--- src/rtl/uart_tx.sv ---
// UART transmitter: 8N1 frames (8E1/8O1 when UART_TX_PARITY_EN is defined), LSB first,
// fed through a one-entry holding buffer so consecutive frames run back-to-back.
module uart_tx #(
  parameter int CLK_FREQ   = 50_000_000,
  parameter int UARTBaud   = 115200,
  parameter int STOP_BITS  = 1,
  parameter bit PARITY_ODD = 1'b0
) (
  input  logic       sys_clk,
  input  logic       rst,
  input  logic       tx_valid,
  input  logic [7:0] tx_data,
  output logic       tx_ready,
  output logic       tx_busy,
  output logic       uart_tx_done,
  output logic       uarttx
);

  localparam int          BIT_CYCLES = CLK_FREQ / UARTBaud;
  localparam logic [19:0] BIT_LAST   = 20'(BIT_CYCLES - 1);
  localparam logic        STOP_LAST  = (STOP_BITS == 2) ? 1'b1 : 1'b0;

`ifdef UART_TX_PARITY_EN
  typedef enum logic [2:0] {
    ST_IDLE   = 3'd0,
    ST_START  = 3'd1,
    ST_DATA   = 3'd2,
    ST_PARITY = 3'd3,
    ST_STOP   = 3'd4
  } state_e;

  function automatic logic calc_parity(input logic [7:0] d);
    return (^d) ^ PARITY_ODD;
  endfunction
`else
  typedef enum logic [2:0] {
    ST_IDLE  = 3'd0,
    ST_START = 3'd1,
    ST_DATA  = 3'd2,
    ST_STOP  = 3'd4
  } state_e;

  logic parity_unused_s;
  assign parity_unused_s = PARITY_ODD;
`endif

  state_e      state_r, state_nxt_s;
  logic [19:0] cnt_r;
  logic [2:0]  bit_idx_r;
  logic        stop_idx_r;
  logic [7:0]  shift_r;
  logic [7:0]  hold_data_r;
  logic        hold_valid_r;
  logic        hold_valid_nxt_s;
  logic        tx_ready_r;
  logic        tx_busy_r;
  logic        done_r;
  logic        uarttx_r;
`ifdef UART_TX_PARITY_EN
  logic        parity_r;
`endif

  logic bit_end_s, stop_end_s, load_s, accept_s;
  logic line_s, busy_s, done_s;

  assign bit_end_s  = (cnt_r == BIT_LAST);
  assign stop_end_s = bit_end_s && (stop_idx_r == STOP_LAST);
  // tx_ready is low while hold_valid_r is set, so load and accept never coincide
  assign load_s     = hold_valid_r && ((state_r == ST_IDLE) || ((state_r == ST_STOP) && stop_end_s));
  assign accept_s   = tx_valid && tx_ready_r;

  // Holding-buffer occupancy for the next cycle
  always_comb begin
    hold_valid_nxt_s = hold_valid_r;
    if (load_s) begin
      hold_valid_nxt_s = 1'b0;
    end else if (accept_s) begin
      hold_valid_nxt_s = 1'b1;
    end else begin
      hold_valid_nxt_s = hold_valid_r;
    end
  end

  // State register
  always_ff @(posedge sys_clk) begin
    if (rst) begin
      state_r <= ST_IDLE;
    end else begin
      state_r <= state_nxt_s;
    end
  end

  // Next-state logic
  always_comb begin
    state_nxt_s = state_r;
    case (state_r)
      ST_IDLE: begin
        if (hold_valid_r) state_nxt_s = ST_START;
        else              state_nxt_s = ST_IDLE;
      end
      ST_START: begin
        if (bit_end_s) state_nxt_s = ST_DATA;
        else           state_nxt_s = ST_START;
      end
      ST_DATA: begin
        if (bit_end_s && (bit_idx_r == 3'd7)) begin
`ifdef UART_TX_PARITY_EN
          state_nxt_s = ST_PARITY;
`else
          state_nxt_s = ST_STOP;
`endif
        end else begin
          state_nxt_s = ST_DATA;
        end
      end
`ifdef UART_TX_PARITY_EN
      ST_PARITY: begin
        if (bit_end_s) state_nxt_s = ST_STOP;
        else           state_nxt_s = ST_PARITY;
      end
`endif
      ST_STOP: begin
        if (stop_end_s) state_nxt_s = hold_valid_r ? ST_START : ST_IDLE;
        else            state_nxt_s = ST_STOP;
      end
      default: state_nxt_s = ST_IDLE;
    endcase
  end

  // Bit timing, shifter and holding buffer
  always_ff @(posedge sys_clk) begin
    if (rst) begin
      cnt_r        <= 20'd0;
      bit_idx_r    <= 3'd0;
      stop_idx_r   <= 1'b0;
      shift_r      <= 8'd0;
      hold_data_r  <= 8'd0;
      hold_valid_r <= 1'b0;
      tx_ready_r   <= 1'b1;
`ifdef UART_TX_PARITY_EN
      parity_r     <= 1'b0;
`endif
    end else begin
      if ((state_r == ST_IDLE) || bit_end_s) cnt_r <= 20'd0;
      else                                   cnt_r <= cnt_r + 20'd1;

      if (state_r != ST_DATA) bit_idx_r <= 3'd0;
      else if (bit_end_s)     bit_idx_r <= bit_idx_r + 3'd1;
      else                    bit_idx_r <= bit_idx_r;

      if ((state_r != ST_STOP) || stop_end_s) stop_idx_r <= 1'b0;
      else if (bit_end_s)                     stop_idx_r <= 1'b1;
      else                                    stop_idx_r <= stop_idx_r;

      if (load_s)                                   shift_r <= hold_data_r;
      else if ((state_r == ST_DATA) && bit_end_s)   shift_r <= {1'b0, shift_r[7:1]};
      else                                          shift_r <= shift_r;

`ifdef UART_TX_PARITY_EN
      if (load_s) parity_r <= calc_parity(hold_data_r);
      else        parity_r <= parity_r;
`endif

      if (accept_s) hold_data_r <= tx_data;
      else          hold_data_r <= hold_data_r;

      hold_valid_r <= hold_valid_nxt_s;
      tx_ready_r   <= ~hold_valid_nxt_s;
    end
  end

  // Output decode from the current state
  always_comb begin
    line_s = 1'b1;
    busy_s = 1'b0;
    done_s = 1'b0;
    case (state_r)
      ST_IDLE: begin
        line_s = 1'b1;
        busy_s = 1'b0;
      end
      ST_START: begin
        line_s = 1'b0;
        busy_s = 1'b1;
      end
      ST_DATA: begin
        line_s = shift_r[0];
        busy_s = 1'b1;
      end
`ifdef UART_TX_PARITY_EN
      ST_PARITY: begin
        line_s = parity_r;
        busy_s = 1'b1;
      end
`endif
      ST_STOP: begin
        line_s = 1'b1;
        busy_s = 1'b1;
        done_s = stop_end_s;
      end
      default: begin
        line_s = 1'b1;
        busy_s = 1'b0;
        done_s = 1'b0;
      end
    endcase
  end

  // Output registers; the line trails the state register by one cycle
  always_ff @(posedge sys_clk) begin
    if (rst) begin
      uarttx_r  <= 1'b1;
      tx_busy_r <= 1'b0;
      done_r    <= 1'b0;
    end else begin
      uarttx_r  <= line_s;
      tx_busy_r <= busy_s;
      done_r    <= done_s;
    end
  end

  assign uarttx       = uarttx_r;
  assign tx_busy      = tx_busy_r;
  assign uart_tx_done = done_r;
  assign tx_ready     = tx_ready_r;

endmodule

--- config.mk ---
export PLATFORM = sky130hd
export DESIGN_NAME = uart_tx
export DESIGN_NICKNAME = d
export VERILOG_FILES = /design/src/rtl/uart_tx.sv
export SDC_FILE = /design/constraint.sdc
export NUM_CORES = 1
export LEC_CHECK = 0
export BUFFER_PORTS_ARGS = -buffer_cell sky130_fd_sc_hd__buf_2
export CORE_MARGIN = 1.5
export CORE_UTILIZATION = 58
export CTS_CLUSTER_DIAMETER = 150
export CTS_CLUSTER_SIZE = 20
export DETAILED_ROUTE_END_ITERATION = 12
export PLACE_DENSITY = 0.77
export REMOVE_ABC_BUFFERS = 1
export SETUP_SLACK_MARGIN = 0.4
export SLEW_MARGIN = 20
export SYNTH_ARGS = -nofsm -noshare
export SYNTH_HDL_FRONTEND = slang
export SYNTH_SLANG_ARGS = --single-unit
--- constraint.sdc ---
create_clock -name sys_clk -period 2.7 [get_ports sys_clk]
set_input_delay 0.27 -clock sys_clk [delete_from_list [all_inputs] [get_ports sys_clk]]
set_output_delay 0.27 -clock sys_clk [all_outputs]
set_load 0.02 [all_outputs]
## Word level (Yosys, flattened, before mapping)

Cells that the tools add are included.
Widths: inputs -> output; s select.

| word-level totals | value |
|---|---|
| register bits | 48 |
| input port bits | 11 |
| output and inout bits | 4 |
| word-level logic and storage cells | 50 |

| operators by class | value |
|---|---|
| add/sub/neg operators | 2 |
| eq/ne operators | 7 |
| mux-type cells | 11 |
| bitwise gates (word level) | 3 |
| reductions and logical operators | 16 |

Operators by type and width:

| operator | count |
|---|---|
| $add 20x1->20 const B | 1 |
| $eq 20x9->1 const B | 1 |
| $mux 8 | 2 |
| $pmux 3 s4 | 1 |
| $reduce_or 2->1 | 4 |
| $eq 3x3->1 const B | 2 |
| $logic_and 1x1->1 | 6 |
| $mux 3 | 2 |
| $mux 1 | 4 |
| $add 3x1->3 const B | 1 |
| $eq 3x1->1 const B | 1 |
| $eq 3x2->1 const B | 1 |
| $logic_not 3->1 | 1 |
| $logic_or 1x1->1 | 3 |
| $ne 3x2->1 const B | 1 |
| $ne 3x3->1 const B | 1 |
| $not 1->1 | 3 |
| $reduce_or 3->1 | 1 |
| $mux 2 | 1 |
| $pmux 1 s2 | 1 |
| $reduce_bool 2->1 | 1 |

## Depth between registers and ports, before layout

| depth | value |
|---|---|
| depth after elaboration | 7 |
| mapped depth | 8 |
| mapped depth without buffers | 6 |

## Least setup slack after synthesis

No wires, ideal clock.

| timing path | value |
|---|---|
| kind | reg-to-reg |
| from | reg cnt_r[6] |
| to | reg shift_r[0] |
| setup time | 0.141 ns |
| data arrival time | 2.015 ns |
| data required time | 2.559 ns |
| slack | 0.544 ns |
| stages on the path, launching flop included | 7 |
| path buffers | 1 |
| clock period less this slack | 2.156 ns |
| cells stage by stage | dfxtp_1 > or4_1 > or2_1 > buf_6 > nor4_4 > mux2i_1 > a211oi_2 |

| between the ends | value |
|---|---|
| word-level cells in the longest chain between the ends | 6 |
| elaborated cells between the ends (all ways) | 8 |
| those cells by class | 1 x eq/ne; 1 x mux; 6 x reduce/logical |

Ends and longest elaborated chain:

| what | line | text |
|---|---|---|
| start: declaration | 48 | `logic [19:0] cnt_r;` |
| start signal: assignment | 145 | `else cnt_r <= cnt_r + 20'd1;` |
| $eq 20x9->1 (*) | 66 | `assign bit_end_s = (cnt_r == BIT_LAST);` |
| $logic_and 1x1->1 | 67 | `assign stop_end_s = bit_end_s && (stop_idx_r == STOP_LAST);` |
| $logic_and 1x1->1 | 69 | `assign load_s = hold_valid_r && ((state_r == ST_IDLE) \|\| ((state_r == ST_STOP) && stop_end_s));` |
| $logic_or 1x1->1 | 69 |  |
| $logic_and 1x1->1 | 69 |  |
| $mux 8 or $reduce_bool 2->1 (tied branches) | -- |  |
| end signal: assignment | 155 | `if (load_s) shift_r <= hold_data_r;` |
| end signal: assignment | 156 | `else if ((state_r == ST_DATA) && bit_end_s) shift_r <= {1'b0, shift_r[7:1]};` |
| end signal: assignment | 157 | `else shift_r <= shift_r;` |
| end: declaration | 51 | `logic [7:0] shift_r;` |

Every way passes the cells marked *; elsewhere a longest branch is shown, timed or not.
A chain may end at the register's enable or synchronous reset.

## Final worst setup path

Ends and elaborated chain as after synthesis.

==> reports/qor.yml <==
drt:
  viasPerCell: 5.50
  drtIter0Drc: 97
  final_antenna_net_count: 0
  first_pass_iters: 4
  route.detailed.drc: 0
  drt_wl_total_um: 3660
  drt-wirelength-per-cell_um: 12.6
  vias: 1594
setup_path:
  cp_top_family: "simple AND/OR/NAND/NOR gates"
  r2r-end: "shift_r[0]$_SDFFE_PP0P_"
  timing.rr.start: "cnt_r[6]$_SDFF_PP0_"
  crit_chain: "or4_1, or4_1, o22a_2, nor2_1, a211oi_2"
  worstSetupPathDepth: 5
  required_ns: 2.93
  cp_common_cell: "or4_1"
  reg2reg_setup_slack_ns: 0.60
  startpoint_type: "register"
  cp_num_buf_inv: 0
  endpoint_kind: "register"
  worstPathArrival_ns: 2.33
  worstSetupPathType: "register to register"
  cp_slowest_cell: "or4_1"
  rr_worst_depth: 5
  slowest_delay_ns: 0.52
  worstPathMaxFanout: 17
cts:
  cts_hold_buffers: 0
  cts_htree_levels: 2
  clkSinkCount: 48
  clk_pin_slew_ns: 0.13
  cts_buffer_depth: 2
  cts_buffers: 5
  cts_tree: "done"
  clockRootBuffer: "clkbuf_4"
  clk_latency_ns: 0.35
placed_design:
  port_buffers: 14
  dp_hpwl_um: 2520
  placed_area_um2: 2140
  routabilityCongestion: 0.790
timing:
  max_freq_mhz: 476
  finClkSkew_ns: 0.00934
  layout_min_cycle_time_ns: 2.10
  finalSetupViolCount: 0
  slew_violations: 0
  rsz0062_at_grt: "no"
  slew_headroom: 0.596
  fin_crit_sh: 0.778
  setup_tns_ns: 0
  hold_slack_ns: 0.147
  hold_viol: 0
  tightestPinTransition_ns: 0.602
synth:
  synth_top_area_frac: 0.468
  synth-edff-count: 0
  yosysTopAreaCell: "dfxtp_1"
  yosys_warnings: 0
  ys.flop_type: "dfxtp_1"
  synth.area.top_cells: "dfxtp_1, nor2_1, xor2_1, mux2i_1, a211oi_2"
  ys_seq_area_frac: 0.468
  synth_area_um2: 2050
  yosys_register_bits: 48
  syn_area_per_cell_um2: 8.97
  async_flop_share: 0
  yosysMostFrequentCell: "dfxtp_1"
  synth_cell_types: 33
  synthTopCellsByCount: "dfxtp_1, nor2_1, nand2_1"
  postSynthCellCount: 229
power:
  ir_drop_mv: 0.294
  powerDensity_nw_per_um2: 544
  p_total_uw: 1210
  power_leakage_uw: 0.000775
grt:
  grt_pass1_wl_um: 6540
  grt-ovfl-total: 0
  grt_max_degree: 25
  grt_use_total: 0.210
  antenna_found_initial: 0
  first_global_vias: 1497
die:
  io_pins: 15
  die_h_um: 62.5
  die_w_um: 62.5
  dieArea_um2: 3910
  core_um2: 3360
  row_count: 21
  start_util: 0.610
hold_path:
  hold_path.class: "input pin to register"
  min_from: "tx_data[7]"
  hold_depth: 3
  min_to: "hold_data_r[7]$_SDFFE_PP0P_"
cells_and_area:
  drive_gt1_frac: 0.143
  num_antenna_cells: 0
  final_net_count: 258
  area_growth_pct: 8.35
  design_area_um2: 2220
  fillers: 306
flow_run:
  maxCapViolCount: 0
run_status:
  status: "finished clean"
[area by class of cell]
type,instances,area [um2],area share
Clock buffer,7,55.1,0.0247
Clock inverter,1,7.51,0.00337
Sequential cell,48,961,0.432
Tap cell,46,57.6,0.0259
Inverter,7,26.3,0.0118
Timing Repair Buffer,18,100,0.0450
Multi-Input combinational cell,163,1020,0.457
[logic make-up after synthesis]
logic type | Yosys count | share of synthesized area
adder cells (fa/ha/maj) | 4 | 0.0244
AND/OR/NAND/NOR | 101 | 0.235
multiplexers | 9 | 0.0439
XOR/XNOR | 19 | 0.0810
flip-flops | 48 | 0.468
AO/OA/AOI/OAI | 30 | 0.109
buffers and inverters | 18 | 0.0384
[per-layer routing]
metal	global-route usage	share of wire	vias to the layer above
met5	0	0	-
met4	0.0806	0.013	0
met3	0.0523	0.037	5
met2	0.349	0.47	28
met1	0.262	0.47	743
li1	-	-	818
[placed cells by master (no fill, tap or decap), types with 2 or more instances in the layout]
master    synthesis  layout
nor2_1           42      41
xnor2_1           7       7
xor2_1           12      12
buf_4             0       4
a21oi_1          15      15
a211oi_2          7       7
nand2_1          18      18
nand3_1          17      17
or4_1             2       2
o21ai_0           2       2
nor3_1            3       3
nand4_1           7       7
ha_1              4       4
nor4_1            3       3
mux2i_1           9       9
and4_1            2       2
inv_1             7       7
or3_1             2       2
dfxtp_1          48      48
buf_2             3      14
clkbuf_4          0       5
[report_power, final]
group	internal [uW]	switching (uW)
sequential	736	22.4
combinational	42.5	64.3
clock	128	216
[metrics by stage]
stage,setup WS [ns],util,std cells
6_report,0.600,0.661,290
3_3_place_gp,0.445,0.637,280
5_1_grt,0.442,0.661,290
4_1_cts,0.447,0.656,288
3_5_place_dp,0.400,0.637,280
2_1_floorplan,0.543,-,218
[sequential cells by signal, summed over array words and instances, names as in the netlist]
register      flops
cnt_r            20
bit_idx_r         3
uarttx            1
uart_tx_done      1
hold_valid_r      1
shift_r           8
tx_busy           1
tx_ready          1
state_r           3
stop_idx_r        1
hold_data_r       8
[worst register-to-register path, stage by stage, from the launching register on]
cell and delay, ns:
dfxtp_1 0.35, or4_1 0.53, or4_1 0.48, o22a_2 0.36, nor2_1 0.20, a211oi_2 0.06
[repair_timing]
item / CTS / global route
endpoints found under the setup margin: 6 / 13
pin swaps: 1 / 1
buffers inserted: 0 / 2
cloned: 0 / 0
hold endpoints to repair: 0 / 0
gates resized for setup: 0 / 2
[worst max path at each step]
stage | startpoint | to | slack, ns
5_1_grt | cnt_r[15]$_SDFF_PP0_ | shift_r[2]$_SDFFE_PP0P_ | 0.44
6_report | cnt_r[6]$_SDFF_PP0_ | shift_r[0]$_SDFFE_PP0P_ | 0.60
3_5_place_dp | cnt_r[6]$_SDFF_PP0_ | shift_r[4]$_SDFFE_PP0P_ | 0.40
2_1_floorplan | cnt_r[6]$_SDFF_PP0_ | cnt_r[10]$_SDFF_PP0_ | 0.54
4_1_cts | cnt_r[6]$_SDFF_PP0_ | shift_r[0]$_SDFFE_PP0P_ | 0.45
3_3_place_gp | cnt_r[6]$_SDFF_PP0_ | shift_r[0]$_SDFFE_PP0P_ | 0.44
Power figures use the tool's default switching activity.
